`src/rtl/alu_cmd_sched_pkg.sv`:
```
// Shared definitions for the ALU command scheduler:
// opcodes, ALU width and command-word field layout.
package alu_cmd_sched_pkg;

  localparam int ALU_W = 8;

  localparam logic [2:0] OP_ADD = 3'b000;
  localparam logic [2:0] OP_SUB = 3'b001;
  localparam logic [2:0] OP_AND = 3'b010;
  localparam logic [2:0] OP_OR  = 3'b011;
  localparam logic [2:0] OP_XOR = 3'b100;
  localparam logic [2:0] OP_NOR = 3'b101;
  localparam logic [2:0] OP_SHR = 3'b110;
  localparam logic [2:0] OP_SHL = 3'b111;

  // Command word is {use_acc, op, a, b}, b in the low bits.
  function automatic int cmd_w(input int w);
    return 2 * w + 4;
  endfunction

  function automatic int cmd_a_lsb(input int w);
    return w;
  endfunction

  function automatic int cmd_op_lsb(input int w);
    return 2 * w;
  endfunction

  function automatic int cmd_acc_bit(input int w);
    return 2 * w + 3;
  endfunction

  localparam int CMD_W = 2 * ALU_W + 4;

endpackage

```
`src/rtl/alu_cmd_fifo.sv`:
```
// Command FIFO: circular buffer with occupancy count,
// head entry always visible on head_o.
module alu_cmd_fifo #(
  parameter int DEPTH = 4,
  parameter int DW    = 20
) (
  input  logic                     clk,
  input  logic                     rst,
  input  logic                     push_i,
  input  logic                     pop_i,
  input  logic [DW-1:0]            din_i,
  output logic                     full_o,
  output logic                     empty_o,
  output logic [$clog2(DEPTH):0]   count_o,
  output logic [DW-1:0]            head_o
);

  localparam int AW = $clog2(DEPTH);
  localparam logic [AW:0] FULL_N = (AW+1)'(DEPTH);

  logic [DW-1:0] mem_q [DEPTH];
  logic [AW-1:0] wr_q, rd_q;
  logic [AW:0]   cnt_q;
  logic          push_e, pop_e;

  assign full_o  = (cnt_q == FULL_N);
  assign empty_o = (cnt_q == '0);
  assign count_o = cnt_q;
  assign head_o  = mem_q[rd_q];
  assign push_e  = push_i && !full_o;
  assign pop_e   = pop_i && !empty_o;

  // Pointer and occupancy bookkeeping.
  always_ff @(posedge clk) begin
    if (rst) begin
      wr_q  <= '0;
      rd_q  <= '0;
      cnt_q <= '0;
    end else begin
      if (push_e) wr_q <= wr_q + AW'(1);
      if (pop_e)  rd_q <= rd_q + AW'(1);
      cnt_q <= cnt_q + (AW+1)'(push_e) - (AW+1)'(pop_e);
    end
  end

  // Storage array; contents need no reset.
  always_ff @(posedge clk) begin
    if (push_e) mem_q[wr_q] <= din_i;
  end

endmodule

```
`src/rtl/alu_cmd_sched.sv`:
```
// ALU command scheduler: buffers commands, drives the
// external ALU from the FIFO head, registers its result.
module alu_cmd_sched
  import alu_cmd_sched_pkg::*;
#(
  parameter int DEPTH = 4,
  parameter int WIDTH = ALU_W
) (
  input  logic                   clk,
  input  logic                   rst,
  input  logic                   cmd_valid,
  output logic                   cmd_ready,
  input  logic [2:0]             cmd_op,
  input  logic [WIDTH-1:0]       cmd_a,
  input  logic [WIDTH-1:0]       cmd_b,
  input  logic                   cmd_use_acc,
  output logic [WIDTH-1:0]       alu_a,
  output logic [WIDTH-1:0]       alu_b,
  output logic [2:0]             alu_sel,
  input  logic [WIDTH-1:0]       alu_out,
  input  logic                   alu_carry,
  output logic                   res_valid,
  input  logic                   res_ready,
  output logic [WIDTH-1:0]       res_data,
  output logic                   res_carry,
  output logic [WIDTH-1:0]       acc,
  output logic [$clog2(DEPTH):0] fifo_count,
  output logic                   busy
);

  localparam int EW   = cmd_w(WIDTH);
  localparam int AL   = cmd_a_lsb(WIDTH);
  localparam int OPL  = cmd_op_lsb(WIDTH);
  localparam int ACCB = cmd_acc_bit(WIDTH);

  logic [EW-1:0]    din, head;
  logic             full, empty, push, issue;
  logic             res_valid_q, res_carry_q;
  logic [WIDTH-1:0] res_data_q, acc_q;

  assign din       = {cmd_use_acc, cmd_op, cmd_a, cmd_b};
  assign cmd_ready = !full;
  assign push      = cmd_valid && !full;
  assign issue     = !empty && (!res_valid_q || res_ready);

  alu_cmd_fifo #(
    .DEPTH (DEPTH),
    .DW    (EW)
  ) u_fifo (
    .clk     (clk),
    .rst     (rst),
    .push_i  (push),
    .pop_i   (issue),
    .din_i   (din),
    .full_o  (full),
    .empty_o (empty),
    .count_o (fifo_count),
    .head_o  (head)
  );

  // Present the head command to the ALU; zeros when empty.
  always_comb begin
    alu_a   = '0;
    alu_b   = '0;
    alu_sel = OP_ADD;
    if (!empty) begin
      alu_sel = head[OPL +: 3];
      alu_b   = head[0 +: WIDTH];
      alu_a   = head[ACCB] ? acc_q : head[AL +: WIDTH];
    end
  end

  // Output stage and accumulator capture on issue.
  always_ff @(posedge clk) begin
    if (rst) begin
      res_valid_q <= 1'b0;
      res_data_q  <= '0;
      res_carry_q <= 1'b0;
      acc_q       <= '0;
    end else if (issue) begin
      res_valid_q <= 1'b1;
      res_data_q  <= alu_out;
      res_carry_q <= alu_carry;
      acc_q       <= alu_out;
    end else if (res_ready) begin
      res_valid_q <= 1'b0;
    end
  end

  assign res_valid = res_valid_q;
  assign res_data  = res_data_q;
  assign res_carry = res_carry_q;
  assign acc       = acc_q;
  assign busy      = !empty || res_valid_q;

endmodule
```
`config.mk`:
```
export PLATFORM = sky130hd
export DESIGN_NAME = alu_cmd_sched
export DESIGN_NICKNAME = d
export VERILOG_FILES = /design/src/rtl/alu_cmd_sched_pkg.sv /design/src/rtl/alu_cmd_fifo.sv /design/src/rtl/alu_cmd_sched.sv
export SDC_FILE = /design/constraint.sdc
export NUM_CORES = 1
export LEC_CHECK = 0
export ABC_CLOCK_PERIOD_IN_PS = 6890
export BUFFER_PORTS_ARGS = -buffer_cell sky130_fd_sc_hd__buf_2
export CAP_MARGIN = 10
export CORE_MARGIN = 4
export CORE_UTILIZATION = 53
export DETAILED_ROUTE_END_ITERATION = 16
export PLACE_DENSITY = 0.73
export SLEW_MARGIN = 20
export SYNTH_ARGS = -nofsm -noshare
export SYNTH_HDL_FRONTEND = slang
export SYNTH_SLANG_ARGS = --single-unit
```
`constraint.sdc`:
```
create_clock -name clk -period 6.89 [get_ports clk]
set_input_delay 0.3445 -clock clk [delete_from_list [all_inputs] [get_ports clk]]
set_output_delay 0.3445 -clock clk [all_outputs]
set_load 0.02 [all_outputs]
```
# [Yosys cells after proc, flatten, opt, wreduce, memory -nomap -nowiden]
# Memories as Yosys holds them, arrays and structs flattened. A register that Yosys moved wholly into a read port is not among the register bits.
# Cells that the tools add are included.
[word_totals] regBits=17 mem_bits_rw=80 in_bits=33 out_inout_bits=42 mem_count=1
[memory_table] memory="u_fifo.mem_q" depth=4 width=20 read_ports=1 rd_ports_with_merged_regs=1 write_ports=1 line_no="alu_cmd_fifo.sv:21" source="logic [DW-1:0] mem_q [DEPTH];"
[op_classes] n_addsub=4 n_eq_ne=1 n_mux=10 reduce_logical=11
[op_table] op="$mux 8" count=3
[op_table] op="$add 2x1->2 const B" count=2
[op_table] op="$logic_and 1x1->1" count=4
[op_table] op="$mux 1" count=4
[op_table] op="$mux 2" count=2
[op_table] op="$add 3x1->3" count=1
[op_table] op="$eq 3x3->1 const B" count=1
[op_table] op="$logic_not 1->1" count=3
[op_table] op="$logic_not 3->1" count=1
[op_table] op="$mux 3" count=1
[op_table] op="$sub 3x1->3" count=1
[op_table] op="$logic_or 1x1->1" count=2
[op_table] op="$reduce_bool 2->1" count=1

# [Longest topological paths before layout]
[depth] word_depth=6 mapped_depth=11

# [Hierarchy]
# Synthesis repeated with hierarchy kept, for this count alone.
[hier_totals] cells_unflattened=239 area_unflattened_um2=4086.4
[by_module_without_submodules] module="alu_cmd_fifo" n_inst=1 cells_per_inst=155 area_per_inst_um2=3360.7 seq_area_each_um2=2582.5
[by_module_without_submodules] module="alu_cmd_sched" n_inst=1 cells_per_inst=84 area_per_inst_um2=725.7 seq_area_each_um2=200.2

# [Least setup slack after synthesis]
# Ideal clock, no wire load.
[synth_path] path_type="register to register" start="register u_fifo.cnt_q[1], in the netlist u_fifo.count_o[1]" end="register u_fifo.cnt_q[2], in the netlist u_fifo.count_o[2]" t_arrival_ns=2.310 t_required_ns=6.812 path_slack_ns=4.502 path_stages_with_launch=12 synth_period_minus_slack_ns=2.388 cell_sequence="dfxtp_1 nor3_2 clkbuf_1 nor2_1 ha_1 inv_1 ha_1 inv_1 fa_1 xor2_1 and2_1 nor3_1"
[synth_via] word_cells_on_any_way=10 cone_classes="add/sub (2); eq/ne (1); reduce/logical (7)"
[synth_lines] element="start, declared" line_no="alu_cmd_fifo.sv:23" source="logic [AW:0] cnt_q;"
[synth_lines] element="start signal, assigned" line_no="alu_cmd_fifo.sv:42" source="cnt_q <= cnt_q + (AW+1)'(push_e) - (AW+1)'(pop_e);"
[synth_lines] element="$logic_not 3->1" line_no="alu_cmd_fifo.sv:27" source="assign empty_o = (cnt_q == '0);"
[synth_lines] element="$logic_not 1->1" line_no="alu_cmd_sched.sv:44" source="assign issue = !empty && (!res_valid_q || res_ready);"
[synth_lines] element="$logic_and 1x1->1" line_no="alu_cmd_sched.sv:44"
[synth_lines] element="named net issue" line_no="alu_cmd_sched.sv:37" source="logic full, empty, push, issue;"
[synth_lines] element="$logic_and 1x1->1" line_no="alu_cmd_fifo.sv:31" source="assign pop_e = pop_i && !empty_o;"
[synth_lines] element="$sub 3x1->3" line_no="alu_cmd_fifo.sv:42"
# The timed path passes the listed nets, and every way through them passes these cells.
# A chain may end at the register's enable or synchronous reset.

==> metrics <==
clock slew at reported path FFs=0.10 ns; RSZ-0062 raised after global routing=no; multiplexer share of the synthesized area=14.0%; Placed Cells=395; Post-Syn Area=4030 um2; reg2reg end=u_fifo.count_o[2]; vias in the first global route=2255; Die Wd=around 95 um; Worst EP required=6.55 ns; post-synthesis adder-cell area fraction=2.36%; GP Congestion=0.832; Synth warnings=0; H-tree levels=3; worst r2r path cells=10; Mapped Nets=281; Final min period=2.93 ns; CP cell instances=buf_4, mux4_2, mux2i_1, nor2_1, buf_2; WP buf/inv=2; setup_tns=0 ns; Worst path top cell family by delay=multiplexers; f_max=341 MHz; Post-Synth XOR/XNOR Area=0.217%; CP max FO=11; CTS hold repair buffers=0; largest net degree at the start of global routing=24; Resized Gates After CTS=0; CTS Buf Count=9; Post-DRT Antenna Nets=0; Worst Clk Skew=around 0.0071 ns; Initial DRC Count=100; global-route wire length before repair=11.7 mm; setup bufs post-CTS=0; ant diodes=0; hold path cells=1; max_slew headroom=approximately 27%; DP HPWL=4.79 mm; Worst-Skew Late Latency=between 0.3 and 0.4 ns; flop-to-flop setup slack=4.29 ns; count of unique library cells instantiated by Yosys=29; drc violations=0; simple logic cell fraction of the synthesized area=6.61%; Hold Crit Start=cmd_a[5]; Tcrit/Tclk final=42.6%; # rows=31; Leak=between 1.5 and 2 nW; synthesized flop and latch total=just under 100; post-synthesis sequential area ratio=69.1%; Final Non-Filler Cells=411; PortBufs=between 70 and 80; CP endpoint kind=primary output; layout cells sized above 1=about a third; GRT Total Usage=between 15 and 20%; Pwr Density=397 nW/um2; synthesized area per cell=16.7 um2; Final Hold Vio Count=0; initial antenna violation count=0; Starting Density=55.0%; critical path class=reg2out; per-cell routed wire length=18.2 um; Vias per Instance=5.48; area delta synth->final=13.8%; root buf cell=clkbuf_8; main combinational cell family by area after synthesis=multiplexers; Hold Path Class=in2reg; Setup WS pre-CTS=4.25 ns; routed vias=2251; final cell utilization of the core=62.6%; CTS tree=yes; Worst Tran Pin Value=1.09 ns; max cap viols=0; clock sinks=99; worst r2r src=res_valid; final wirelength=7.50 mm; final net count=347; Critical Path Max Stage Delay=~0.7 ns; Compound-Gate Fraction of Synth Area=3.54%; Post-Synthesis Cells=241; VDD IR max=0.000158 V; IO Pins=75; critical path arrival=2.59 ns; final worst slack=3.96 ns; Chip Height=95.2 um; Final setup viols=0; aggregate global routing overflow=0; CORE AREA=around 7300 um2; final slew viol count=0; CP startpoint kind=flip-flop; first-pass iteration count of the detailed router=4; Worst Hold Path EP=u_fifo.mem_q[1][13]; clock buffer depth=2; CP max-delay cell=dfxtp_1; status=completed; die area=9060 um2
-- placed cells by master (no fill, tap or decap) --
cell type | netlist | routed
nor3_2 | 1 | 1
clkinv_1 | 0 | 1
inv_6 | 0 | 3
nand3_1 | 12 | 12
buf_4 | 9 | 2
fa_1 | 1 | 1
and3_1 | 4 | 2
dfxtp_1 | 19 | 19
clkbuf_8 | 0 | 9
clkinv_8 | 0 | 1
o21ai_0 | 12 | 12
mux2i_1 | 8 | 8
edfxtp_1 | 80 | 80
nor3b_1 | 1 | 1
nor2_1 | 12 | 12
a21oi_1 | 15 | 15
and2_1 | 12 | 12
mux4_2 | 11 | 11
clkinv_2 | 0 | 1
or4_1 | 1 | 1
ha_1 | 6 | 6
buf_2 | 2 | 74
nor2b_1 | 2 | 2
nor3_1 | 1 | 1
nand2b_1 | 2 | 2
o31ai_1 | 1 | 1
clkinv_4 | 0 | 1
inv_1 | 8 | 8
and3_2 | 0 | 2
mux4_1 | 9 | 9
or3_1 | 1 | 1
xor2_1 | 1 | 1
-- how the worst max path moves through the flow --
stage	startpoint	end	cells after the start
6_report	flip-flop	alu_a[6]	5
3_3_place_gp	res_ready	u_fifo.count_o[2]	11
5_1_grt	flip-flop	alu_a[6]	5
3_5_place_dp	res_ready	u_fifo.count_o[2]	11
4_1_cts	flip-flop	alu_a[6]	5
2_1_floorplan	u_fifo.count_o[1]	u_fifo.count_o[2]	11
-- kinds of logic (layout without fill, tap and decap cells) --
kind of cell	after synthesis	count (layout)
AO/OA/AOI/OAI	28	28
buffers and inverters	29	100
XOR/XNOR	1	1
flip-flops	99	99
AND/OR/NAND/NOR	49	49
adder cells (fa/ha/maj)	7	7
multiplexers	28	28
-- report_power, final --
part	switching (mW)	internal, mW	total, mW
Sequential	0.0679	0.730	0.798
Combinational	0.403	0.280	0.683
Clock	0.204	0.137	0.341
Total	0.675	1.15	1.82
-- flip-flops by register name (all words and copies together) (netlist names), named ones only --
register	flops
res_valid	1
u_fifo.rd_q	2
u_fifo.count_o	3
u_fifo.mem_q	80
acc	8
res_carry	1
u_fifo.wr_q	2
-- area by class of cell --
| type | count | area [um2] |
|---|---|---|
| clock buffer | 9 | 124 |
| clock inverter | 7 | 60.1 |
| fill | 526 | 2750 |
| inverter | 8 | 30.0 |
| multi-input combinational | 113 | 1080 |
| sequential | 99 | 2780 |
| tap | 99 | 124 |
| timing repair buffer | 76 | 385 |
-- per-layer routing --
metal | track usage [%] | wire length (um) | vias up
li1 | - | - | 1048
met1 | 23.6 | 3080 | 1108
met2 | 27.9 | 3740 | 81
met3 | 3.47 | 509 | 14
met4 | 8.05 | 171 | 0
met5 | 0 | 0 | -
-- synthesized netlist by cell type --
| cell | number | area [um2] |
|---|---|---|
| edfxtp_1 | 80 | 2400 |
| dfxtp_1 | 19 | 380 |
| a21oi_1 | 15 | 75.1 |
| and2_1 | 12 | 75.1 |
| nand3_1 | 12 | 60.1 |
| nor2_1 | 12 | 45.0 |
| o21ai_0 | 12 | 60.1 |
| mux4_2 | 11 | 248 |
| buf_4 | 9 | 67.6 |
| mux4_1 | 9 | 236 |
| inv_1 | 8 | 30.0 |
| mux2i_1 | 8 | 80.1 |
| clkbuf_1 | 6 | 22.5 |
| ha_1 | 6 | 75.1 |
| and3_1 | 4 | 25.0 |
| buf_1 | 2 | 7.51 |
| buf_2 | 2 | 10.0 |
| nand2b_1 | 2 | 12.5 |
| nor2b_1 | 2 | 12.5 |
| buf_12 | 1 | 20.0 |
| buf_6 | 1 | 11.3 |
| fa_1 | 1 | 20.0 |
| nor3_1 | 1 | 5.00 |
| nor3_2 | 1 | 10.0 |
| nor3b_1 | 1 | 7.51 |
| o31ai_1 | 1 | 7.51 |
| or3_1 | 1 | 6.26 |
| or4_1 | 1 | 7.51 |
| xor2_1 | 1 | 8.76 |
-- through the flow --
| stage | cell area (um2) | power, mW | hold slack, ns |
|---|---|---|---|
| after global routing | 4590 | 1.93 | 0.180 |
| after CTS | 4580 | 1.84 | 0.183 |
| after global placement | 4400 | 1.49 | 0.464 |
| after floorplan | 4030 | 1.32 | 0.443 |
| final | 4590 | 1.82 | 0.200 |
| after detailed placement | 4400 | 1.50 | 0.473 |
-- worst reg2reg max path, stage by stage (launching register included) --
cell and delay (ns):
dfxtp_1 0.37, nor2b_1 0.71, nor2_1 0.12, ha_1 0.30, inv_1 0.05, ha_1 0.13
inv_1 0.04, fa_1 0.37, xor2_1 0.16, and2_1 0.16, nor3_1 0.11
Note: power is estimated with default switching activity, not from simulation.
